==> src/rtl/dram_ctrl_pkg.sv <==
// Shared types for the DRAM controller data path: SIPO capture FSM states and
// the counter-width helper used by the capture stage.
package dram_ctrl_pkg;

  typedef enum logic [1:0] {
    IDLE   = 2'd0,
    SHIFT  = 2'd1,
    PARITY = 2'd2
  } sipo_state_t;

  // Bit count 0..width inclusive, so the counter can represent a full word.
  function automatic int sipo_cnt_w(input int width);
    return $clog2(width + 1);
  endfunction

endpackage

==> src/rtl/sipo_hold_reg.sv <==
// One-word valid/ready holding register for the SIPO capture stage. Carries the
// captured word plus its parity_err flag; flags a dropped word on overflow.
module sipo_hold_reg
  #(parameter int WIDTH = 8)
  (
    input  logic             clk,
    input  logic             rst_b,
    input  logic             load,
    input  logic [WIDTH-1:0] word,
    input  logic             word_perr,
    input  logic             out_ready,
    output logic [WIDTH-1:0] data_out,
    output logic             parity_err,
    output logic             out_valid,
    output logic             overflow
  );

  logic             accept;
  logic [WIDTH:0]   hold_q;

  // The slot is free when empty or when its current word leaves this cycle.
  assign accept = !out_valid || out_ready;

  // NOTE: sequential state uses non-blocking assignments so every register
  // samples pre-edge values regardless of statement order.
  always_ff @(posedge clk or negedge rst_b) begin
    if (!rst_b) begin
      hold_q    <= '0;
      out_valid <= 1'b0;
      overflow  <= 1'b0;
    end else begin
      overflow <= load && !accept;
      if (load && accept) begin
        hold_q    <= {word_perr, word};
        out_valid <= 1'b1;
      end else if (out_valid && out_ready) begin
        out_valid <= 1'b0;
      end
    end
  end

  assign data_out   = hold_q[WIDTH-1:0];
  assign parity_err = hold_q[WIDTH];

endmodule

==> src/rtl/sipo_capture.sv <==
// Serial-in/parallel-out capture stage, LSB first, framed by frame_start/bit_valid.
// Define PARITY_EN to expect an even-parity bit after every word.
module sipo_capture
  import dram_ctrl_pkg::*;
  #(parameter int WIDTH = 8)
  (
    input  logic             clk,
    input  logic             rst_b,
    input  logic             bit_valid,
    input  logic             serial_in,
    input  logic             frame_start,
    output logic [WIDTH-1:0] data_out,
    output logic             out_valid,
    input  logic             out_ready,
    output logic             overflow,
    output logic             parity_err
  );

  localparam int                 CNT_W    = sipo_cnt_w(WIDTH);
  localparam logic [CNT_W-1:0]   LAST_IDX = CNT_W'(WIDTH - 1);
  localparam logic [CNT_W-1:0]   ONE      = CNT_W'(1);

  sipo_state_t       state, state_nxt;
  logic [CNT_W-1:0]  cnt;
  logic [WIDTH-1:0]  shift_q;

  logic              start_bit;
  logic              shift_bit;
  logic              word_done;
  logic [WIDTH-1:0]  word;
  logic              word_perr;

  always_ff @(posedge clk or negedge rst_b) begin
    if (!rst_b) state <= IDLE;
    else        state <= state_nxt;
  end

  // NOTE: every combinational output gets a default first, so no path leaves
  // it unassigned and no latch is inferred.
  always_comb begin
    state_nxt = state;
    case (state)
      IDLE:   if (bit_valid && frame_start) state_nxt = SHIFT;
      SHIFT:  if (bit_valid && !frame_start && cnt == LAST_IDX)
`ifdef PARITY_EN
                state_nxt = PARITY;
`else
                state_nxt = IDLE;
`endif
`ifdef PARITY_EN
      PARITY: if (bit_valid) state_nxt = frame_start ? SHIFT : IDLE;
`endif
      default: state_nxt = IDLE;
    endcase
  end

  // A frame_start bit restarts a word from any state; data bits only shift in SHIFT.
  always_comb begin
    start_bit = bit_valid && frame_start;
    shift_bit = bit_valid && !frame_start && (state == SHIFT);
    word_done = 1'b0;
    word      = shift_q;
    word_perr = 1'b0;
    case (state)
      SHIFT: begin
`ifndef PARITY_EN
        if (shift_bit && cnt == LAST_IDX) begin
          word_done = 1'b1;
          word      = {serial_in, shift_q[WIDTH-1:1]};
        end
`endif
      end
`ifdef PARITY_EN
      PARITY: begin
        if (bit_valid && !frame_start) begin
          word_done = 1'b1;
          word_perr = ^{shift_q, serial_in};
        end
      end
`endif
      default: ;
    endcase
  end

  // NOTE: the shift register is reset even though it holds data, because a
  // partial word must not survive reset into the next frame.
  always_ff @(posedge clk or negedge rst_b) begin
    if (!rst_b) begin
      shift_q <= '0;
      cnt     <= '0;
    end else begin
      if (start_bit)
        shift_q <= {serial_in, {(WIDTH-1){1'b0}}};
      else if (shift_bit)
        shift_q <= {serial_in, shift_q[WIDTH-1:1]};

      if (start_bit)      cnt <= ONE;
      else if (word_done) cnt <= '0;
      else if (shift_bit) cnt <= cnt + ONE;
    end
  end

  sipo_hold_reg #(.WIDTH(WIDTH)) u_hold (
    .clk        (clk),
    .rst_b      (rst_b),
    .load       (word_done),
    .word       (word),
    .word_perr  (word_perr),
    .out_ready  (out_ready),
    .data_out   (data_out),
    .parity_err (parity_err),
    .out_valid  (out_valid),
    .overflow   (overflow)
  );

endmodule
==> config.mk <==
export PLATFORM = sky130hd
export DESIGN_NAME = sipo_capture
export DESIGN_NICKNAME = d
export VERILOG_FILES = /design/src/rtl/dram_ctrl_pkg.sv /design/src/rtl/sipo_hold_reg.sv /design/src/rtl/sipo_capture.sv
export SDC_FILE = /design/constraint.sdc
export NUM_CORES = 1
export LEC_CHECK = 0
export ABC_CLOCK_PERIOD_IN_PS = 2100
export CAP_MARGIN = 20
export CORE_MARGIN = 5
export CORE_UTILIZATION = 25
export CTS_BUF_LIST = sky130_fd_sc_hd__clkbuf_8 sky130_fd_sc_hd__clkbuf_16
export DETAILED_ROUTE_END_ITERATION = 7
export PLACE_DENSITY = 0.43
export SLEW_MARGIN = 5
export SYNTH_ARGS = -nofsm -noshare
export SYNTH_HDL_FRONTEND = slang
export SYNTH_SLANG_ARGS = --single-unit
==> constraint.sdc <==
create_clock -name clk -period 2.1 [get_ports clk]
set_input_delay 0.315 -clock clk [delete_from_list [all_inputs] [get_ports clk]]
set_output_delay 0.315 -clock clk [all_outputs]
set_load 0.1 [all_outputs]
==> impl_metrics.yaml <==
drt:
  drt_iter0_drc: 12
  drt_wl_total_um: 1860
  vias_per_cell: 4.42
  postRouteAntennaNets: 0
  drcViolationCount: 0
  wl_per_cell_um: 12.4
  dr.pass1.iters: 4
  vias: 663
floorplan:
  core_area_um2: 3690
  ios: 17
  fp.dieW_um: 72.1
  die_y_um: 72.1
  design.die.area_um2: 5200
  initial_core_util: 0.262
  rows: 22
yosys:
  ys_types: 26
  avgSynthCellArea_um2: 11.9
  syn_nets: 88
  synth-seq-cells: 22
  yosysWarningCount: 0
  synth_area_um2: 965
  syn_inst: 81
  synth_seq_area_share: 0.571
placed_design:
  dpl.hpwl_um: 1350
  portBuffers: 15
  globalplace.congestion: 0.739
clocking:
  cts_buffer_depth: 2
  clock_latency_ns: 0.26
  numCtsBuffers: 3
  cts_setup_buffers: 0
  cts_tree: "built"
  cts.reportedPaths.clkPinSlew_ns: 0.08
  clock-sinks: 22
  postCtsResizedCells: 0
  cts_root_buffer: "clkbuf_8"
  cts.hold.buffers_added: 0
  cts-htree-levels: 1
sta:
  setup_tns_ns: 0
  period_minus_slack_ns: 1.65
  period_share: 0.786
  hold_viol_final: 0
  fmax_mhz: 606
  clock-skew-final_ns: 0.00811
  setup_viol: 0
  rsz0062_at_grt: "false"
  slew_viol_final: 0
worst_setup_path:
  crit_fanout: 8
  cp-endpoint: "u_hold.hold_q[1]"
  reg2reg_to: "u_hold.hold_q[1]"
  required_ns: 2.25
  reg2reg_setup_slack_ns: 0.45
  start_kind: "register"
  critPathLaunch: "cnt[0]"
  worstPathArrival_ns: 1.80
  r2r_start: "cnt[0]"
  reg2regPathDepth: 5
  crit_type: "register to register"
  cp-end-kind: "register"
worst_hold_path:
  holdCritPathClass: "primary input to asynchronous set/reset pin"
outcome:
  outcome: "complete, no violations"
final_layout:
  multi_input_area_um2: 378
  nFillCells: 390
  insertedDiodeCount: 0
  final_cell_mix: "dfrtp_1 (22), buf_4 (16), mux2_2 (9)"
  final_nets: 110
  final_common_cell: "dfrtp_1"
  area_growth_pct: 29.1
  seq_area_um2: 551
  final_layout_size_suffix_gt1_frac: 0.314
grt:
  use_met2: 0.124
  grt_pass1_vias: 683
  groute.usage.overall: 0.0786
  grt_overflow: 0
  grt_pass1_wl_um: 3210
  use_met1: 0.103
  grt_antenna_before_repair: 0
  grt_max_degree: 23
  grt_use_met3: 0.0346
  busiest_layer: "met2"
power:
  power_density_nw_per_um2: 890
  total_power_mw: 1.11
  irDropWorstVdd_v: 0.000461
  leakage_nw: 0.577
run:
  cap_violations: 0
==> worst min path at each step <==
stage | startpoint | end | slack (ns) | depth (start not counted)
after floorplan | rst_b | cnt[0] | 0.02 | 0
after global placement | shift_q[1] | shift_q[1] | 0.49 | 1
after detailed placement | shift_q[1] | shift_q[1] | 0.48 | 1
after CTS | rst_b | state[0] | 0.41 | 2
after global routing | rst_b | state[0] | 0.44 | 2
final | rst_b | state[0] | 0.40 | 2
==> logic make-up after synthesis <==
family,share of synthesized area
DFF,0.571
adders and majority gates,0.0130
buffers and inverters,0.0376
other,0.00389
and+or+nand+nor,0.123
muxes,0.115
AOI/OAI and AO/OA,0.136
==> where the power goes <==
group / internal (mW) / switching, mW / total (mW)
sequential: 0.457 / 0.0246 / 0.482
clock: 0.254 / 0.137 / 0.392
combinational: 0.0684 / 0.165 / 0.234
==> state kept, by name, indices dropped and copies added (netlist names) <==
signal and flops:
u_hold.hold_q 8, state 1, cnt 4, u_hold.out_valid 1
u_hold.overflow 1, shift_q 7
==> metal layers <==
layer  vias up  wire length (um)
met5         -                 0
met4         0                 0
met3         0               116
met2        13               808
met1       321               935
li1        329                 -
==> cell type report <==
cell class	count	share of cell area
Clock buffer	3	0.0332
Timing Repair Buffer	21	0.137
Tap cell	48	0.0482
Sequential cell	22	0.442
Clock inverter	1	0.0241
Multi-Input combinational cell	51	0.304
Inverter	4	0.0121
==> critical path, stage by stage (launching register included) <==
cell	delay, ns
dfrtp_1	0.40
ha_1	0.24
nand4b_4	0.16
nor3b_4	0.20
buf_4	0.19
mux2_2	0.34
==> cell usage after synthesis <==
cell type | instances | area (um2)
nand3_1 | 1 | 5.00
nand4b_4 | 1 | 23.8
conb_1 | 1 | 3.75
nor3b_4 | 1 | 18.8
nor2_1 | 5 | 18.8
o22a_1 | 2 | 17.5
buf_2 | 2 | 10.0
ha_1 | 1 | 12.5
clkbuf_1 | 1 | 3.75
o21ai_0 | 6 | 30.0
nand4_1 | 1 | 6.26
nand2_1 | 6 | 22.5
o31ai_1 | 3 | 22.5
a22o_1 | 2 | 17.5
nand2b_1 | 2 | 12.5
o21a_1 | 1 | 7.51
or2_2 | 1 | 6.26
mux2_2 | 9 | 101
a21oi_1 | 2 | 10.0
buf_4 | 1 | 7.51
a21boi_0 | 1 | 7.51
dfrtp_1 | 22 | 551
o22ai_1 | 3 | 18.8
inv_1 | 4 | 15.0
mux2i_1 | 1 | 10.0
nor3_1 | 1 | 5.00
==> stage by stage <==
stage | hold WS (ns) | setup slack [ns] | cells | area [um2] | util
global placement | 0.488 | 0.259 | 146 | 1170 | 0.318
floorplan | 0.0194 | 0.272 | 81 | 965 | -
finish | 0.399 | 0.449 | 150 | 1240 | 0.338
global route | 0.438 | 0.343 | 150 | 1240 | 0.338
CTS | 0.409 | 0.419 | 150 | 1240 | 0.338
detailed placement | 0.481 | 0.224 | 146 | 1170 | 0.318
Note: power is estimated with default switching activity, not from simulation.
